**config.mk**
```make
export PLATFORM = sky130hd
export DESIGN_NAME = pll_lock_supervisor
export DESIGN_NICKNAME = d
export VERILOG_FILES = /design/src/rtl/pll_lock_supervisor.sv
export SDC_FILE = /design/constraint.sdc
export NUM_CORES = 1
export LEC_CHECK = 0
export CAP_MARGIN = 20
export CORE_ASPECT_RATIO = 0.9
export CORE_MARGIN = 3
export CORE_UTILIZATION = 49
export DETAILED_ROUTE_END_ITERATION = 8
export GPL_ROUTABILITY_DRIVEN = 0
export PLACE_DENSITY_LB_ADDON = 0.25
export SLEW_MARGIN = 20
export SYNTH_ARGS = -nofsm -noshare
export SYNTH_HDL_FRONTEND = slang
export SYNTH_SLANG_ARGS = --single-unit
```
**constraint.sdc**
```tcl
create_clock -name clk -period 2.4 [get_ports clk]
set_input_delay 0.48 -clock clk [delete_from_list [all_inputs] [get_ports clk]]
set_output_delay 0.48 -clock clk [all_outputs]
set_load 0.02 [all_outputs]
```
**src/rtl/pll_lock_supervisor.sv**
```systemverilog
// ============================================================================
//  pll_lock_supervisor
//  Resets the PLL, qualifies its LOCK output and publishes clk_ok; retries on
//  lock timeout. Optional lock-loss counter enabled by PLL_LOSS_COUNT_EN.
//  Revision: 1.0
// ============================================================================
`default_nettype none

module pll_lock_supervisor #(
    parameter int RST_CYCLES     = 16,
    parameter int QUAL_CYCLES    = 1024,
    parameter int TIMEOUT_CYCLES = 98500,
    parameter int DROP_CYCLES    = 4,
    parameter int MAX_RETRIES    = 3,
    parameter int CNT_W          = 8
) (
    input  logic             clk,
    input  logic             rst,
    input  logic             pll_lock,
    input  logic             force_relock,
    output logic             pll_rst,
    output logic             clk_ok,
    output logic [1:0]       state,
    output logic [CNT_W-1:0] retries,
    output logic [CNT_W-1:0] lost_count,
    output logic             fail
);

    localparam int CW = (TIMEOUT_CYCLES > 1) ? $clog2(TIMEOUT_CYCLES) : 1;
    localparam int DW = (DROP_CYCLES > 1) ? $clog2(DROP_CYCLES) : 1;

    localparam logic [1:0] S_RESET  = 2'd0;
    localparam logic [1:0] S_WAIT   = 2'd1;
    localparam logic [1:0] S_QUAL   = 2'd2;
    localparam logic [1:0] S_LOCKED = 2'd3;

    localparam logic [CW-1:0] RST_LAST  = CW'(RST_CYCLES - 1);
    localparam logic [CW-1:0] QUAL_LAST = CW'(QUAL_CYCLES - 1);
    localparam logic [CW-1:0] TO_LAST   = CW'(TIMEOUT_CYCLES - 1);
    localparam logic [DW-1:0] DROP_LAST = DW'(DROP_CYCLES - 1);
    localparam logic [31:0]   MAX_R     = 32'(MAX_RETRIES);

    logic             sync_meta;
    logic             lock_s;
    logic [CW-1:0]    cnt;
    logic [DW-1:0]    drop_cnt;
    logic [CNT_W-1:0] retries_inc;
    logic             timeout_evt;
    logic             loss_evt;

    // Two-flop synchroniser: the only consumer of the asynchronous LOCK input.
    always_ff @(posedge clk) begin
        if (rst) begin
            sync_meta <= 1'b0;
            lock_s    <= 1'b0;
        end else begin
            sync_meta <= pll_lock;
            lock_s    <= sync_meta;
        end
    end

    assign retries_inc = (retries == {CNT_W{1'b1}}) ? retries : retries + CNT_W'(1);
    assign timeout_evt = (state == S_WAIT) && !force_relock && !lock_s && (cnt == TO_LAST);
    assign loss_evt    = (state == S_LOCKED) && !force_relock && !lock_s && (drop_cnt == DROP_LAST);

    always_ff @(posedge clk) begin
        if (rst) begin
            state    <= S_RESET;
            cnt      <= '0;
            drop_cnt <= '0;
            pll_rst  <= 1'b1;
            clk_ok   <= 1'b0;
            retries  <= '0;
            fail     <= 1'b0;
        end else if (force_relock) begin
            state    <= S_RESET;
            cnt      <= '0;
            drop_cnt <= '0;
            pll_rst  <= 1'b1;
            clk_ok   <= 1'b0;
        end else begin
            case (state)
                S_RESET: begin
                    if (cnt == RST_LAST) begin
                        state   <= S_WAIT;
                        cnt     <= '0;
                        pll_rst <= 1'b0;
                    end else begin
                        cnt <= cnt + CW'(1);
                    end
                end
                S_WAIT: begin
                    if (lock_s) begin
                        state <= S_QUAL;
                        cnt   <= '0;
                    end else if (timeout_evt) begin
                        state   <= S_RESET;
                        cnt     <= '0;
                        pll_rst <= 1'b1;
                        retries <= retries_inc;
                        if (32'(retries_inc) >= MAX_R) begin
                            fail <= 1'b1;
                        end
                    end else begin
                        cnt <= cnt + CW'(1);
                    end
                end
                S_QUAL: begin
                    // A dropout returns to WAIT with a fresh timeout window.
                    if (!lock_s) begin
                        state <= S_WAIT;
                        cnt   <= '0;
                    end else if (cnt == QUAL_LAST) begin
                        state    <= S_LOCKED;
                        cnt      <= '0;
                        drop_cnt <= '0;
                        clk_ok   <= 1'b1;
                    end else begin
                        cnt <= cnt + CW'(1);
                    end
                end
                default: begin
                    if (lock_s) begin
                        drop_cnt <= '0;
                    end else if (loss_evt) begin
                        state    <= S_RESET;
                        cnt      <= '0;
                        drop_cnt <= '0;
                        clk_ok   <= 1'b0;
                        pll_rst  <= 1'b1;
                    end else begin
                        drop_cnt <= drop_cnt + DW'(1);
                    end
                end
            endcase
        end
    end

`ifdef PLL_LOSS_COUNT_EN
    always_ff @(posedge clk) begin
        if (rst) begin
            lost_count <= '0;
        end else if (loss_evt && (lost_count != {CNT_W{1'b1}})) begin
            lost_count <= lost_count + CNT_W'(1);
        end
    end
`else
    assign lost_count = '0;
`endif

endmodule

`default_nettype wire
```
==> impl_metrics.yaml, run 1 <==
status:
  status: "finished, final reports clean"
place:
  number_of_port_buffers: 16
  post-dp-hpwl_mm: 3.133
  postPlaceCellArea_sq_mm: 0.002271
  place_inst: 320
worst_hold_path:
  hold_path.startpoint: "sync_meta"
  hold_depth: 1
  worstHoldPathType: "reg2reg"
  hold_path_end: "lock_s"
sta:
  finalCritPeriodShare_pct: 92.83
  worst_hold_slack_ns: 0.4454
  fin_crit_ns: 2.228
  hold_viol: 0
  slew_headroom_pct: 58.08
  final-setup-viol-count: 0
  report.final.slew_viol_count: 0
  clock.fmax_mhz: 448.8
  rsz0062_at_grt: "no"
  skew_ns: 0.006791
  worst_slew_pin_slew_ns: 0.6265
routing:
  ant_nets: 0
  detail_route.wirelength_mm: 4.164
  dr.pass1.iters: 4
  routedWlPerCell_microns: 12.77
  detailed_route_via_count: 1818
  drc_errors: 0
  detailedRoute.firstIterationViolations: 104
  via_per_inst: 5.577
grt:
  gr-usage-met1_pct: 25.79
  grt_antenna_before_repair: 0
  gr-usage-met3_pct: 6.422
  first_global_vias: 1544
  track_usage_pct: 19.13
  grt_use_met2_pct: 28.41
  grt_pass1_wl_mm: 7.079
  grt.overflow.total: 0
  grt.busiest_layer: "met2"
  maximum_number_of_pins_on_one_net_before_global_route_repair: 14
critical_path:
  rrSetupSlack_ns: 0.17
  crit_required_ns: 2.63
  setup.worst_path.class: "reg2reg"
  critPathMostFrequentCell: "nand3_1"
  critical_path.endpoint_type: "register"
  worst_r2r_start: "cnt[0]"
  crit_chain: "ha_1, buf_4, nand3_1, nor4b_2, a211o_1, a31o_2, or4_1, nand3_1"
  r2r.worst_path.cells: 8
  crit_slowest_cell: "or4_1"
  cp.arrival_ns: 2.46
  cp-start-kind: "register"
  worst-path-buf-inv: 1
  crit_path_max_fanout: 10
  max_stage_delay_ns: 0.51
  r2r-end: "cnt[15]"
  crit_family: "simple AND/OR/NAND/NOR gates"
floorplan:
  chipHeight_microns: 65.67
  die_area_sq_mm: 0.004747
  std_cell_rows: 21
  boundary_pins: 25
  die_w_microns: 72.30
  initial_core_utilization_pct: 51.58
  core_sq_mm: 0.003757
synth:
  post_synth.cell_area_avg_sq_um: 7.976
  syn_area_sq_mm: 0.001938
  ys_seq_elements: 34
  ys_warn_count: 0
  synth-async-reset-ratio_pct: 0
  synth-edff-count: 0
  postSynth.topFlopCell: "dfxtp_1"
  synth_sequential_area_ratio_pct: 35.12
  synthesis.instances: 243
  synth_cell_type_count: 51
clocking:
  cts_tree: "built"
  total_cts_buffers: 5
  cts.root.buffer_cell: "clkbuf_8"
  post_cts.repair.setup_buffers: 0
  clock_tree.htree_level_count: 2
  clk_pin_slew_worst_paths_ns: 0.07
  worst_skew_pair.late_latency_ns: 0.28
  cts_sinks: 34
  cts_hold_buf: 0
  cts_buffer_depth: 2
layout:
  design_area_sq_mm: 0.002380
  layout-area-overhead-vs-synth_pct: 22.79
  post_layout_nonfiller_instances: 326
  drive_above_1_share_pct: 16.43
  diodes: 0
  net_count_final: 290
power_and_ir_drop:
  peak_supply_drop_mv: 0.3446
  power.static_leakage_uw: 0.0009343
  overall_power_of_the_completed_layout_uw: 1036
  power.density_mw_per_mm2: 435.5
run:
  cap_violations: 0
cell usage after synthesis, drive strengths merged (2+ instances only):
library cell	n	area share, %
buf	10	3.9
xor2	3	1.4
dfxtp	34	35
and3	7	2.3
inv	5	0.97
clkbuf	8	1.5
a21oi	9	2.3
xnor2	2	0.90
nand3b	3	1.2
nand4	5	1.6
a22oi	2	0.77
a31oi	2	0.65
mux2i	5	2.6
and2	2	0.65
nor2b	6	1.9
o21ai	6	1.5
nor3	8	2.3
nor3b	3	1.2
nand2	32	6.2
nor4	4	2.8
a21o	4	1.5
o21bai	2	0.77
a311oi	3	1.4
or3	6	1.9
ha	5	3.2
nand3	20	5.2
or4	3	1.4
nor2	26	5.2
a211oi	2	0.77
state kept, by name, summed over array words and instances, names as in the netlist:
register   flops
cnt           17
retries        8
drop_cnt       2
state          2
clk_ok         1
fail           1
lock_s         1
pll_rst        1
sync_meta      1
timing repair:
| item | in CTS | in global routing |
|---|---|---|
| resized for setup | 0 | 6 |
| endpoints found under the hold margin | 0 | 0 |
| endpoints found under the setup margin | 0 | 15 |
worst reg2reg max path, cell delays in order (launching register included):
cell,delay [ns]
dfxtp_2,0.34
ha_1,0.21
buf_4,0.15
nand3_1,0.14
nor4b_2,0.08
a211o_1,0.37
a31o_2,0.30
or4_1,0.51
nand3_1,0.07
metrics by stage:
stage	worst slack (ns)	utilization, %	TNS, ns
after floorplan	0.1601	-	0
after global placement	-0.001749	60.44	-0.001749
after detailed placement	-0.04115	60.44	-0.1048
after CTS	0.06294	62.64	0
after global routing	0.05651	63.34	0
final	0.1720	63.34	0
cell type report:
cell class	count	area [sq um]
clock buffer	6	82.58
timing repair buffer	42	355.3
tap	46	57.56
fill	359	1378
inverter	5	18.77
sequential	34	681.9
multi-input combinational	193	1184
cells in the final DEF (no fill, tap or decap), types with 2 or more instances in the layout:
cell type	instances
dfxtp_1	33
nand2_1	32
buf_4	26
nor2_1	25
nand3_1	20
clkdlybuf4s50_1	16
a21oi_1	9
conb_1	8
and3_1	7
nor2b_1	6
o21ai_0	6
nor3_1	6
clkbuf_8	6
inv_1	5
or3_1	5
nand4_1	5
mux2i_1	5
ha_1	5
a21o_1	4
a311oi_1	3
nand3b_1	3
xor2_1	3
nor4_1	2
or4_1	2
a22oi_1	2
nor3b_1	2
nor3_2	2
nor4_4	2
and2_1	2
xnor2_1	2
a31oi_1	2
a211oi_1	2
worst max path at each step:
stage,start,to,cells past startpoint
6_report,cnt[0],cnt[15],8
5_1_grt,cnt[1],retries[7],7
4_1_cts,cnt[0],retries[3],8
3_5_place_dp,force_relock,retries[3],8
3_3_place_gp,force_relock,retries[3],8
2_1_floorplan,cnt[0],retries[7],8
cells by family (layout without fill, tap and decap cells):
logic type | Yosys count | count (layout) | synth area share, %
AOI/OAI and AO/OA | 40 | 40 | 14.33
adders and majority gates | 5 | 5 | 3.228
muxes | 5 | 5 | 2.582
other | 1 | 8 | 0.1935
xor gates and xnor gates | 5 | 5 | 2.260
buffers and inverters | 23 | 53 | 6.456
DFF | 34 | 34 | 35.12
and+or+nand+nor | 130 | 130 | 35.83
routing by layer:
metal | vias up | share of wire [%]
met5 | - | 0
met4 | 0 | 1.8
met3 | 6 | 4.3
met2 | 33 | 44
met1 | 842 | 50
li1 | 937 | -
report_power, final:
group | internal [uW] | leakage, uW | switching, uW | total [uW]
sequential | 568 | 0.000275 | 3.16 | 571
combinational | 19.0 | 0.000616 | 31.1 | 50.1
clock | 221 | 0.0000431 | 195 | 416
(Power assumes the default switching activity.)
==> inputs of run 2 (changes only) <==
- CORE_UTILIZATION: 49 -> 48
- CTS_BUF_LIST: default -> sky130_fd_sc_hd__clkbuf_8
==> run 2 against run 1 <==
Net effect:
- sequential cell count stayed put
- core utilization is 0.87 points lower
- sequential share of layout area down 0.053 points
- power increased by 10%
- sequential power barely moved
- worst setup slack got worse by 0.046 ns
- critical path depth fell by 1
- final cell count down 0.31%
==> impl_metrics.yaml, run 2 (synthesis gave the netlist of run 1 again) <==
sta:
  rsz0062_at_grt: "no"
  hold_viol: 0
  final-setup-viol-count: 0
  final.setup.worst_slack_ns: 0.1263
  slew_headroom_pct: 61.84
  skew_ns: 0.01280
  finalCritPeriodShare_pct: 94.74
  worst_slew_pin_slew_ns: 0.5702
  fin_setup_tns_ns: 0
  fin_crit_ns: 2.274
  clock.fmax_mhz: 439.8
  report.final.slew_viol_count: 0
grt:
  grt.overflow.total: 0
  track_usage_pct: 19.80
  grt_antenna_before_repair: 0
  maximum_number_of_pins_on_one_net_before_global_route_repair: 13
  first_global_vias: 1654
  grt_pass1_wl_mm: 7.514
routing:
  ant_nets: 0
  via_per_inst: 5.538
  drc_errors: 0
  detailed_route_via_count: 1800
  dr.pass1.iters: 4
  routedWlPerCell_microns: 13.12
  detailedRoute.firstIterationViolations: 101
  detail_route.wirelength_mm: 4.265
floorplan:
  boundary_pins: 25
  die_area_sq_mm: 0.004837
  chipHeight_microns: 66.28
  initial_core_utilization_pct: 50.87
  die_w_microns: 72.98
  std_cell_rows: 21
  core_sq_mm: 0.003810
power_and_ir_drop:
  power.static_leakage_uw: 0.0009333
  power.density_mw_per_mm2: 480.2
  overall_power_of_the_completed_layout_uw: 1143
  peak_supply_drop_mv: 0.3331
critical_path:
  crit_slowest_cell: "or4_4"
  crit_required_ns: 2.57
  crit_path_max_fanout: 4
  setup.worst_path.class: "reg2reg"
  crit_chain: "ha_1, nand4b_1, or4_4, or3_4, buf_4, nor4_1, a211oi_1"
  critical_path.endpoint_type: "register"
  cp.arrival_ns: 2.44
  cp-start-kind: "register"
  max_stage_delay_ns: 0.54
  crit_family: "simple AND/OR/NAND/NOR gates"
  worst-path-buf-inv: 1
clocking:
  post_cts.repair.setup_buffers: 0
  worst_skew_pair.late_latency_ns: 0.30
  cts.root.buffer_cell: "clkbuf_8"
  clk_pin_slew_worst_paths_ns: 0.08
  total_cts_buffers: 5
  cts_tree: "built"
  cts_sinks: 34
  clock_tree.htree_level_count: 2
  cts_buffer_depth: 2
layout:
  reg_top3: "cnt: 17 flops, retries: 8 flops"
  diodes: 0
  net_count_final: 287
  regMostFlops: "cnt"
  layout_commonest_cell: "dfxtp_1"
  post-route-util_pct: 62.46
  layout-area-overhead-vs-synth_pct: 22.79
  drive_above_1_share_pct: 15.77
  largest_register_ffs: 17
  design_area_sq_mm: 0.002380
  most-common-layout-cells: "dfxtp_1, nand2_1, nor2_1"
place:
  post_placement_worst_setup_slack_ns: -0.07861
  number_of_port_buffers: 16
  postPlaceCellArea_sq_mm: 0.002248
  post-dp-hpwl_mm: 3.082
worst_hold_path:
  worstHoldPathType: "reg2reg"
status:
  status: "finished, final reports clean"
run:
  cap_violations: 0
run 2: where the power goes:
part           total [uW]  switching (uW)  internal [uW]
sequential            570            3.12            567
clock                 522             217            306
combinational        50.4            31.4           19.0
run 2: what timing repair did:
action | 4_1_cts | 5_1_grt
resized for setup | 0 | 5
endpoints found under the setup margin | 0 | 9
hold buffers | 0 | 0
run 2: path summary, 6_finish.rpt:
kind,to,depth (start not counted),slack [ns],start
max,retries[6],7,0.13,cnt[0]
min reg2reg,lock_s,1,0.46,sync_meta
max reg2reg,retries[6],7,0.13,cnt[0]
min,lock_s,1,0.46,sync_meta
run 2: routing by layer:
layer | global-route usage, % | part of all wire (%) | routed length, microns
met1 | 26.65 | 47 | 2011
met2 | 30.47 | 46 | 1948
met3 | 5.623 | 6.3 | 269
met4 | 5.760 | 0.84 | 36
met5 | 0 | 0 | 0
run 2: metrics by stage:
stage / hold WS, ns / std cells
finish: 0.4575 / 325
global route: 0.4807 / 325
CTS: 0.4618 / 325
detailed placement: 0.4490 / 317
global placement: 0.4364 / 317
floorplan: 0.4138 / 250
run 2: area by class of cell:
type / instances / area [sq um]
Multi-Input combinational cell: 193 / 1181
Tap cell: 46 / 57.56
Inverter: 5 / 18.77
Fill cell: 339 / 1430
Timing Repair Buffer: 39 / 332.8
Clock buffer: 5 / 68.82
Sequential cell: 34 / 680.7
Clock inverter: 3 / 40.04
==> inputs of run 3 (changes only) <==
- MAX_ROUTING_LAYER: default -> met4
- clock period: 2.4 -> 2 ns (I/O delays scaled with it)
==> run 3 against run 2 <==
Net effect:
- the flow now finishes with violations (setup timing)
- critical path depth is the same
- die area unchanged
- critical path type unchanged
- via count grew 13%
==> impl_metrics.yaml, run 3 (synthesis gave the netlist of run 1 again) <==
sta:
  worst_hold_slack_ns: 0.4712
  final-setup-viol-count: 22
  rsz0062_at_grt: "yes"
  fin_crit_ns: 2.157
  skew_ns: 0.005254
  final.setup.worst_slack_ns: -0.1566
  report.final.slew_viol_count: 0
  fin_setup_tns_ns: -1.500
  clock.fmax_mhz: 463.7
  finalCritPeriodShare_pct: 107.8
  hold_viol: 0
grt:
  gr-usage-met3_pct: 5.623
  grt.overflow.total: 0
  grt_antenna_before_repair: 0
  maximum_number_of_pins_on_one_net_before_global_route_repair: 13
  grt.busiest_layer: "met2"
  gr-usage-met1_pct: 29.44
  first_global_vias: 1870
  track_usage_pct: 22.54
  grt_use_met2_pct: 34.60
  grt_pass1_wl_mm: 8.362
critical_path:
  crit_family: "simple AND/OR/NAND/NOR gates"
  worst-path-buf-inv: 1
  crit_path_max_fanout: 7
  crit_chain: "or3_4, or4_4, or3_4, buf_4, a22oi_1, nor2_1, o21ai_1"
  setup.worst_path.class: "reg2reg"
  cp-start-kind: "register"
  crit_slowest_cell: "or4_4"
  max_stage_delay_ns: 0.46
  critPathMostFrequentCell: "or3_4"
  crit_required_ns: 2.22
  cp.arrival_ns: 2.38
  critical_path.endpoint_type: "register"
clocking:
  cts_sinks: 34
  cts_tree: "built"
  cts.root.buffer_cell: "clkbuf_8"
  total_cts_buffers: 5
  cts_buffer_depth: 2
  clock_tree.htree_level_count: 2
  worst_skew_pair.late_latency_ns: 0.29
  clk_pin_slew_worst_paths_ns: 0.07
status:
  failed_checks: "setup timing"
  status: "complete, but fails checks"
layout:
  diodes: 0
  net_count_final: 323
  regMostFlops: "cnt"
  num-fill-cells: 278
  reg_top3: "cnt: 17 flops, retries: 8 flops"
  area.sequential_sq_um: 684.4
  drive_above_1_share_pct: 34.19
  layout-area-overhead-vs-synth_pct: 46.22
  multi_input_comb_area_sq_mm: 0.001344
  largest_register_ffs: 17
  layout_commonest_cell: "buf_4"
  most-common-layout-cells: "buf_4, dfxtp_1, nand2_1"
routing:
  routedWlPerCell_microns: 14.95
  detailedRoute.firstIterationViolations: 146
  ant_nets: 0
  via_per_inst: 5.685
  drc_errors: 0
  detailed_route_via_count: 2041
  dr.pass1.iters: 4
  detail_route.wirelength_mm: 5.366
floorplan:
  die_area_sq_mm: 0.004837
  die_w_microns: 72.98
  initial_core_utilization_pct: 50.87
  boundary_pins: 25
  core_sq_mm: 0.003810
  std_cell_rows: 21
  chipHeight_microns: 66.28
power_and_ir_drop:
  power.static_leakage_uw: 0.001166
  power.density_mw_per_mm2: 449.3
  peak_supply_drop_mv: 0.3710
place:
  post-dp-hpwl_mm: 3.393
  number_of_port_buffers: 16
run:
  cap_violations: 0
worst_hold_path:
  worstHoldPathType: "reg2reg"
-- run 3: changes by cell type in the layout (fill, tap and decap cells not counted), sizes merged --
cell    before  now
clkinv       2    0
bufinv       1    0
buf         23   59
clkbuf       5    6
-- run 3: tightest hold or removal path, cell delays in order, from the launching register on --
cell and delay, ns:
dfxtp_1 0.31, nand2b_1 0.06, a21oi_1 0.05
-- run 3: through the flow --
| step | total power (uW) | cells | instance area [sq um] | utilization (%) | setup WS [ns] |
|---|---|---|---|---|---|
| after global placement | 768.2 | 341 | 2460 | 64.56 | -0.2399 |
| final | 1273 | 359 | 2834 | 74.38 | -0.1566 |
| after detailed placement | 769.3 | 341 | 2460 | 64.56 | -0.2715 |
| after floorplan | 748.4 | 250 | 1971 | - | -0.1803 |
| after CTS | 1271 | 348 | 2604 | 68.34 | -0.1107 |
| after global routing | 1323 | 359 | 2834 | 74.38 | -0.2224 |
-- run 3: worst paths after layout --
| path | startpoint | to | slack, ns | depth (start not counted) |
|---|---|---|---|---|
| setup / recovery | cnt[12] | pll_rst | -0.16 | 7 |
| hold / removal | drop_cnt[1] | drop_cnt[1] | 0.47 | 2 |
| setup reg to reg | cnt[12] | pll_rst | -0.16 | 7 |
| hold reg to reg | drop_cnt[1] | drop_cnt[1] | 0.47 | 2 |
-- run 3: final cells by class --
class	instances	share of cell area (%)
timing repair buffer	75	22.83
sequential	34	24.15
tap	46	2.031
inverter	5	0.6623
multi-input combinational	193	47.42
clock buffer	6	2.914
-- run 3: power breakdown --
| group | internal (uW) | leakage, uW | switching, uW |
|---|---|---|---|
| registers | 681 | 0.000276 | 2.86 |
| logic | 40.3 | 0.000847 | 48.4 |
| clock network | 265 | 0.0000431 | 235 |
-- run 3: repair_timing --
item                                    4_1_cts  5_1_grt
buffers inserted                              1       11
pin swaps                                    11       18
hold endpoints to repair                      0        0
endpoints found under the setup margin       26       30
gates resized for setup                      12       33
hold buffers                                  0        0
-- run 3: layer usage --
layer / vias up / share of wire [%]
met2: 67 / 48
met1: 971 / 45
met3: 7 / 5.3
met5: - / 0
met4: 0 / 1.0
li1: 996 / -
